$ cat src/rtl/frame_tx_pkg.sv
// frame_tx_pkg: definitions shared by the serial frame transmitter and its
// companion receiver (FSM state type, frame width, line levels).
package frame_tx_pkg;

   typedef enum logic [1:0] {
      ST_IDLE  = 2'd0,
      ST_START = 2'd1,
      ST_DATA  = 2'd2,
      ST_GAP   = 2'd3
   } frame_state_t;

   localparam int   FRAME_DATA_BITS = 8;
   localparam logic START_LEVEL     = 1'b1;
   localparam logic IDLE_LEVEL      = 1'b0;

endpackage

$ cat src/rtl/frame_tx_fifo.sv
// frame_tx_fifo: synchronous byte FIFO with push/pop, full/empty and an
// occupancy count. Pushes while full and pops while empty are ignored.
// There is no bypass path: a pushed entry is visible only after the edge.
module frame_tx_fifo
   import frame_tx_pkg::*;
#(
   parameter int DEPTH = 4
) (
   input  logic                       clk,
   input  logic                       rst,
   input  logic                       push,
   input  logic [FRAME_DATA_BITS-1:0] push_data,
   input  logic                       pop,
   output logic [FRAME_DATA_BITS-1:0] pop_data,
   output logic                       full,
   output logic                       empty,
   output logic [$clog2(DEPTH):0]     count
);

   localparam int AW = $clog2(DEPTH);
   localparam logic [AW:0] FULL_COUNT = DEPTH[AW:0];

   logic [FRAME_DATA_BITS-1:0] mem [DEPTH];
   logic [AW-1:0]              wr_ptr;
   logic [AW-1:0]              rd_ptr;
   logic                       do_push;
   logic                       do_pop;

   assign full     = (count == FULL_COUNT);
   assign empty    = (count == '0);
   assign do_push  = push && !full;
   assign do_pop   = pop && !empty;
   assign pop_data = mem[rd_ptr];

   // Storage, pointers (wrap naturally modulo DEPTH) and occupancy count.
   always_ff @(posedge clk) begin
      if (rst) begin
         wr_ptr <= '0;
         rd_ptr <= '0;
         count  <= '0;
         for (int i = 0; i < DEPTH; i++) mem[i] <= '0;
      end else begin
         if (do_push) begin
            mem[wr_ptr] <= push_data;
            wr_ptr      <= wr_ptr + 1'b1;
         end
         if (do_pop) rd_ptr <= rd_ptr + 1'b1;
         case ({do_push, do_pop})
            2'b10:   count <= count + 1'b1;
            2'b01:   count <= count - 1'b1;
            default: ;
         endcase
      end
   end

endmodule

$ cat src/rtl/frame_transmitter.sv
// frame_transmitter: buffers bytes from a valid/ready producer and
// serialises each as: start bit 1, d[0]..d[7] LSB first, then GAP_CYCLES
// zeros. The line idles at 0 and only ever goes high for start/data bits.
// Build option FRAME_TX_FIFO_EN: when defined the buffer is a DEPTH-entry
// FIFO; otherwise it is a single holding register and DEPTH is ignored.
//
// state | meaning
// IDLE  | line low, waiting for a buffered byte to pop
// START | driving the start bit next edge
// DATA  | driving data bits, LSB first
// GAP   | driving the low guard gap; last cycle may pop the next byte
module frame_transmitter
   import frame_tx_pkg::*;
#(
   parameter int DEPTH      = 4,
   parameter int GAP_CYCLES = 1
) (
   input  logic                       clk,
   input  logic                       rst,
   input  logic                       in_valid,
   input  logic [FRAME_DATA_BITS-1:0] in_data,
   output logic                       in_ready,
   output logic                       txd,
   output logic                       busy,
   output logic [$clog2(DEPTH):0]     count
);

   localparam int CW = $clog2(DEPTH) + 1;
   localparam int BW = $clog2(FRAME_DATA_BITS);
   localparam int GW = (GAP_CYCLES > 1) ? $clog2(GAP_CYCLES) : 1;

   frame_state_t               state;
   logic [FRAME_DATA_BITS-1:0] shift_reg;
   logic [BW-1:0]              bit_cnt;
   logic [GW-1:0]              gap_cnt;
   logic                       push;
   logic                       pop;
   logic                       buf_empty;
   logic [FRAME_DATA_BITS-1:0] head;

   assign push = in_valid && in_ready;

`ifdef FRAME_TX_FIFO_EN
   logic fifo_full;

   frame_tx_fifo #(.DEPTH(DEPTH)) u_fifo (
      .clk       (clk),
      .rst       (rst),
      .push      (push),
      .push_data (in_data),
      .pop       (pop),
      .pop_data  (head),
      .full      (fifo_full),
      .empty     (buf_empty),
      .count     (count)
   );

   assign in_ready = !fifo_full;
`else
   logic                       hold_full;
   logic [FRAME_DATA_BITS-1:0] hold_data;

   // Single holding register: filled by a push, emptied by a pop.
   always_ff @(posedge clk) begin
      if (rst) begin
         hold_full <= 1'b0;
         hold_data <= '0;
      end else if (push) begin
         hold_full <= 1'b1;
         hold_data <= in_data;
      end else if (pop) begin
         hold_full <= 1'b0;
      end
   end

   assign head      = hold_data;
   assign buf_empty = !hold_full;
   assign in_ready  = !hold_full;
   assign count     = {{(CW-1){1'b0}}, hold_full};
`endif

   // A byte leaves the buffer from IDLE or on the final guard cycle.
   assign pop  = !buf_empty &&
                 ((state == ST_IDLE) || ((state == ST_GAP) && (gap_cnt == '0)));
   assign busy = (state != ST_IDLE) || (count != '0);

   // Frame sequencer with registered line output.
   always_ff @(posedge clk) begin
      if (rst) begin
         state     <= ST_IDLE;
         txd       <= IDLE_LEVEL;
         shift_reg <= '0;
         bit_cnt   <= '0;
         gap_cnt   <= '0;
      end else begin
         case (state)
            ST_IDLE: begin
               txd <= IDLE_LEVEL;
               if (pop) begin
                  shift_reg <= head;
                  state     <= ST_START;
               end
            end
            ST_START: begin
               txd     <= START_LEVEL;
               bit_cnt <= BW'(FRAME_DATA_BITS - 1);
               state   <= ST_DATA;
            end
            ST_DATA: begin
               txd       <= shift_reg[0];
               shift_reg <= {1'b0, shift_reg[FRAME_DATA_BITS-1:1]};
               if (bit_cnt == '0) begin
                  gap_cnt <= GW'(GAP_CYCLES - 1);
                  state   <= ST_GAP;
               end else begin
                  bit_cnt <= bit_cnt - 1'b1;
               end
            end
            ST_GAP: begin
               txd <= IDLE_LEVEL;
               if (gap_cnt == '0) begin
                  if (pop) begin
                     shift_reg <= head;
                     state     <= ST_START;
                  end else begin
                     state <= ST_IDLE;
                  end
               end else begin
                  gap_cnt <= gap_cnt - 1'b1;
               end
            end
            default: state <= ST_IDLE;
         endcase
      end
   end

endmodule

$ cat config.mk
export PLATFORM = sky130hd
export DESIGN_NAME = frame_transmitter
export DESIGN_NICKNAME = d
export VERILOG_FILES = /design/src/rtl/frame_tx_pkg.sv /design/src/rtl/frame_tx_fifo.sv /design/src/rtl/frame_transmitter.sv
export SDC_FILE = /design/constraint.sdc
export NUM_CORES = 1
export LEC_CHECK = 0
export BUFFER_PORTS_ARGS = -buffer_cell sky130_fd_sc_hd__buf_2
export CAP_MARGIN = 20
export CORE_MARGIN = 2
export CORE_UTILIZATION = 58
export CTS_CLUSTER_SIZE = 25
export DETAILED_ROUTE_END_ITERATION = 8
export HOLD_SLACK_MARGIN = 0.05
export MAX_ROUTING_LAYER = met4
export PLACE_DENSITY = 0.83
export SYNTH_ARGS = -nofsm -noshare
export SYNTH_HDL_FRONTEND = slang
export SYNTH_SLANG_ARGS = --single-unit
export TNS_END_PERCENT = 1
$ cat constraint.sdc
create_clock -name clk -period 3.5 [get_ports clk]
set_clock_uncertainty 0.05 [all_clocks]
set_input_delay 0.35 -clock clk [delete_from_list [all_inputs] [get_ports clk]]
set_output_delay 0.35 -clock clk [all_outputs]
set_load 0.005 [all_outputs]
==> results_dict.tcl, run 1 <==
set metrics [dict create \
    critPathRequiredTime_ns 3.67 \
    postRouteWirelength_mm 1.82 \
    path_cells "inv_1 > ha_1 > inv_2 > a21oi_4 > nor2_1 > a211oi_1" \
    cts_buffers 3 \
    netlist.area_leader.share_pct 42.7 \
    hold_path_depth 3 \
    vias 819 \
    drtIter0Drc 12 \
    synthTopCellsByCount "dfxtp_1, nand2_1, a21oi_1, nor2_1, mux2i_1" \
    arrival_ns 2.19 \
    grt_usage_pct 21.1 \
    min_to "head[5]" \
    finalCritPeriodShare_pct 57.5 \
    r2r_cells 6 \
    ys_seq_elements 23 \
    drc_errors 0 \
    routedWlPerCell_um 11.7 \
    powerDensity_nw_per_um2 807 \
    critPathBufInv 2 \
    clkTransAtPathRegs_ns 0.12 \
    ir_drop_uv 428 \
    r2r_start "state[0]" \
    fin_crit_ns 2.01 \
    cts.path.max_buffers 2 \
    grt_pass1_vias 761 \
    post-cts-setup-buffers 0 \
    firstDrtPassIters 4 \
    grt_pass1_wl_mm 3.21 \
    slew_headroom_pct 57.4 \
    dieArea_um2 2220 \
    drv_cap 0 \
    rows 15 \
    worstReg2RegEnd "shift_reg[0]" \
    hold_slack_ns 0.221 \
    cts.htree.levels 1 \
    grt_setup_unrepaired "false" \
    clkSinkCount 23 \
    p_leak_nw 0.447 \
    antenna_cells 0 \
    critPathMaxStageDelay_ns 0.59 \
    drv_slew 0 \
    ys.flop_type "dfxtp_1" \
    ant_nets 0 \
    syn_inst 120 \
    synth_top_area_cell "dfxtp_1" \
    grt-ovfl-total 0 \
    cts_root_buffer "clkbuf_4" \
    async_flop_share_pct 0 \
    crit_path_end_kind "flop" \
    critical-path-top-delay-family "adder cells" \
    coreArea_um2 1750 \
    hold_path_startpoint "in_data[5]" \
    die_h_um 47.1 \
    nets 150 \
    port-buffer-count 14 \
    viasPerCell 5.25 \
    fmax_mhz 497 \
    slowest_stage "ha_1" \
    crit_path_max_fanout 16 \
    yosys_warnings 0 \
    cts_tree "built" \
    hpwl_mm 1.40 \
    die_w_um 47.1 \
    antenna_found_initial 0 \
    hold_class "in -> reg" \
    r2r_setup_slack_ns 1.49 \
    ios 17 \
    synth_area_leaders "dfxtp_1, mux2i_1, ha_1" \
    start_kind "flop" \
    place_congestion 0.706 \
    setup_viol_count_final 0 \
    seq_area_frac_synth_pct 42.7 \
    hold_viol_final 0 \
    critPathKind "reg -> reg" \
    synth_most_common_cell "dfxtp_1" \
    grt_max_degree 24 \
    tns_ns 0 \
    postCtsHoldBufs 0 \
    area_growth_syn_to_layout_pct 7.31 \
    status "finished, final reports clean" \
    tightest_slew_ns 0.639 \
    syn_area_um2 1080 \
    syn_area_per_cell_um2 8.99 \
    drive_above_1_share_pct 16.8 \
    synth.distinct_cells 25 \
    start_util_pct 61.8 \
    synth_edf_count 0 \
    clkLatencyLatePin_ns 0.30 \
    cts_resized 0 \
]
per-layer routing:
| metal | up-vias | track usage [%] | part of all wire (%) |
|---|---|---|---|
| met2 | 22 | 37.5 | 50 |
| met4 | 0 | 3.33 | 0.49 |
| met1 | 373 | 24.7 | 45 |
| met3 | 2 | 4.62 | 4.6 |
| met5 | - | - | 0 |
| li1 | 422 | - | - |
cells in the final DEF (no fill, tap or decap), types with 4 or more instances in the layout:
cell type | netlist | routed
nor2_1 | 10 | 10
dfxtp_1 | 23 | 23
a211oi_1 | 8 | 8
mux2i_1 | 9 | 9
ha_1 | 7 | 7
nand2_1 | 19 | 19
a21oi_1 | 10 | 10
buf_2 | 0 | 14
nand2b_1 | 4 | 4
inv_1 | 6 | 6
cell families (layout without fill, tap and decap cells):
group,Yosys count,in the layout,share of synthesized area (%)
other cells,1,2,0.348
simple gates,40,40,16.0
mux,9,9,8.35
flops,23,23,42.7
fa+ha+maj,7,7,8.12
compound gates,25,25,17.2
buf+inv,15,25,7.31
worst max-delay path by stage:
stage / startpoint / to / slack, ns / cells after the start
after floorplan: state[0] / shift_reg[5] / 1.85 / 7
after global placement: state[0] / shift_reg[3] / 1.62 / 6
after detailed placement: state[0] / shift_reg[6] / 1.51 / 6
after CTS: state[0] / shift_reg[6] / 1.49 / 6
after global routing: state[0] / shift_reg[0] / 1.28 / 6
final: state[0] / shift_reg[0] / 1.49 / 6
where the power goes:
group	total, mW	leakage (nW)	internal (mW)	switching [mW]
sequential	0.396	0.189	0.344	0.0518
clock	0.118	0.0150	0.0444	0.0735
combinational	0.420	0.243	0.182	0.237
total	0.933	0.447	0.571	0.362
final cells by class:
class	count	area, um2
clock buffer	4	26.3
inverter	7	26.3
sequential	23	460
multi-input combinational	83	543
fill	161	588
timing repair buffer	14	70.1
tap	25	31.3
per-stage QoR:
step / instance area, um2 / setup slack [ns] / util, % / instances / power [mW]
after CTS: 1160 / 1.49 / 66.3 / 156 / 0.943
final: 1160 / 1.49 / 66.3 / 156 / 0.933
after floorplan: 1080 / 1.85 / - / 121 / 0.748
after global routing: 1160 / 1.28 / 66.3 / 156 / 1.02
after global placement: 1130 / 1.62 / 64.8 / 152 / 0.794
after detailed placement: 1130 / 1.51 / 64.8 / 152 / 0.826
tightest hold or removal path, stage by stage:
cell and delay, ns:
buf_2 0.09, nand2_1 0.04, a21oi_1 0.05
Note: power is estimated with default switching activity, not from simulation.
==> run 2: changes to the inputs <==
--- a/config.mk
+++ b/config.mk
@@ -8,12 +8,12 @@
 export BUFFER_PORTS_ARGS = -buffer_cell sky130_fd_sc_hd__buf_2
 export CAP_MARGIN = 20
 export CORE_MARGIN = 2
-export CORE_UTILIZATION = 58
+export CORE_UTILIZATION = 54
 export CTS_CLUSTER_SIZE = 25
 export DETAILED_ROUTE_END_ITERATION = 8
 export HOLD_SLACK_MARGIN = 0.05
 export MAX_ROUTING_LAYER = met4
-export PLACE_DENSITY = 0.83
+export PLACE_DENSITY = 0.79
 export SYNTH_ARGS = -nofsm -noshare
 export SYNTH_HDL_FRONTEND = slang
 export SYNTH_SLANG_ARGS = --single-unit
==> constraint.sdc (replaced) <==
create_clock -name clk -period 1.9 [get_ports clk]
set_clock_uncertainty 0.05 [all_clocks]
set_input_delay 0.19 -clock clk [delete_from_list [all_inputs] [get_ports clk]]
set_output_delay 0.19 -clock clk [all_outputs]
set_load 0.005 [all_outputs]
==> results_dict.tcl, run 2 (same netlist as run 1, synthesis figures left out) <==
set metrics [dict create \
    status "finished, final reports clean" \
    drc_errors 0 \
    met1_usage_pct 23.6 \
    drv_cap 0 \
    vias 872 \
    port-buffer-count 14 \
    clkPwrFrac_pct 12.7 \
    drv_slew 0 \
    cts_tree "built" \
    viasPerCell 5.19 \
    rows 16 \
    drive_above_1_share_pct 19.9 \
    cts_buffers 3 \
    crit_path_max_fanout 9 \
    tightest_slew_ns 0.502 \
    fin_crit_ns 1.76 \
    layout_common_cells "dfxtp_1, nand2_1, buf_2" \
    cts_root_buffer "clkbuf_4" \
    place_congestion 0.753 \
    critPathKind "reg -> reg" \
    grt_max_degree 24 \
    ant_nets 0 \
    die_h_um 48.7 \
    r2r_cells 7 \
    grt_pass1_wl_mm 3.39 \
    coreArea_um2 1920 \
    powerDensity_nw_per_um2 1470 \
    start_kind "flop" \
    routedWlPerCell_um 12.1 \
    start_util_pct 56.1 \
    p_leak_nw 0.497 \
    grt_pass1_vias 794 \
    p_comb_share_pct 47.4 \
    clkSinkCount 23 \
    die_w_um 48.7 \
    grt-ovfl-total 0 \
    slew_headroom_pct 66.5 \
    nets 160 \
    ir_drop_uv 943 \
    critPathRequiredTime_ns 2.09 \
    arrival_ns 1.95 \
    grt-busiest-layer "met2" \
    power.share.switching_pct 38.5 \
    setup_viol_count_final 0 \
    grt_usage_pct 18.8 \
    cts.path.max_buffers 2 \
    postLayoutCoreUtil_pct 65.0 \
    drtIter0Drc 14 \
    final_common_cell "dfxtp_1" \
    dieArea_um2 2370 \
    hpwl_mm 1.35 \
    p_int_mw 1.13 \
    p_sw_mw 0.705 \
    area_growth_syn_to_layout_pct 15.8 \
    postRouteWirelength_mm 2.03 \
    clkLatencyLatePin_ns 0.32 \
    tns_ns 0 \
    finalPower_mw 1.83 \
    firstDrtPassIters 5 \
    ios 17 \
    fmax_mhz 569 \
    grt_setup_unrepaired "false" \
    antenna_cells 0 \
    clkTransAtPathRegs_ns 0.13 \
    finalCritPeriodShare_pct 92.4 \
    hold_class "in -> reg" \
    antenna_found_initial 0 \
    crit_path_end_kind "flop" \
    hold_viol_final 0 \
    cts_resized 0 \
    cts.htree.levels 1 \
    met3_usage_pct 3.70 \
    hold_path_depth 3 \
    grtUsageMet2_pct 30.1 \
    sequentialPowerShare_pct 39.9 \
]
run 2: changes by cell type in the layout (fill, tap and decap cells not counted), sizes merged:
cell         delta
buf             +5
clkinv          +1
dlygate4sd3     +5
clkbuf          -1
run 2: power groups by stage:
stage | combinational, mW | sequential [mW] | clock (mW)
6_report | 0.868 | 0.729 | 0.233
5_1_grt | 0.973 | 0.748 | 0.255
4_1_cts | 0.813 | 0.731 | 0.238
3_5_place_dp | 0.801 | 0.741 | 0
3_3_place_gp | 0.766 | 0.728 | 0
2_1_floorplan | 0.663 | 0.715 | 0
run 2: through the flow:
step	hold WS [ns]	cells	worst slack, ns	instance area [um2]
after CTS	0.0508	165	0.0804	1230
final	0.0487	168	0.144	1250
after global placement	0.381	156	0.202	1150
after global routing	0.0507	168	0.0257	1250
after floorplan	0.213	121	0.248	1080
after detailed placement	0.387	156	0.101	1150
run 2: critical path, cell delays in order, from the launching register on:
cell and delay [ns]:
dfxtp_1 0.42, inv_1 0.11, ha_1 0.29, nand2b_1 0.18, a21oi_4 0.19, buf_4 0.19, nor2_1 0.05, a211oi_1 0.20
run 2: timing repair:
| action | CTS | global route |
|---|---|---|
| hold endpoints to repair | 5 | 0 |
| buffers inserted | 0 | 3 |
| hold buffers | 5 | 0 |
| setup endpoints to repair | 0 | 7 |
run 2: worst paths after layout:
| check | endpoint | slack (ns) | start |
|---|---|---|---|
| setup reg to reg | shift_reg[4] | 0.14 | state[1] |
| setup / recovery | shift_reg[4] | 0.14 | state[1] |
| hold reg to reg | head[5] | 0.42 | head[5] |
| hold / removal | head[0] | 0.05 | in_data[0] |
run 2: final cells by class:
class                           instances  area (um2)
Inverter                                7        26.3
Clock inverter                          1        5.00
Clock buffer                            3        22.5
Multi-Input combinational cell         83         543
Timing Repair Buffer                   24         158
Tap cell                               27        33.8
Sequential cell                        23         460
Fill cell                             167         673
run 2: per-layer routing:
metal,up-vias,share of wire (%)
met5,-,0
met4,0,1.2
met3,2,4.4
met2,22,50
met1,407,44
li1,441,-
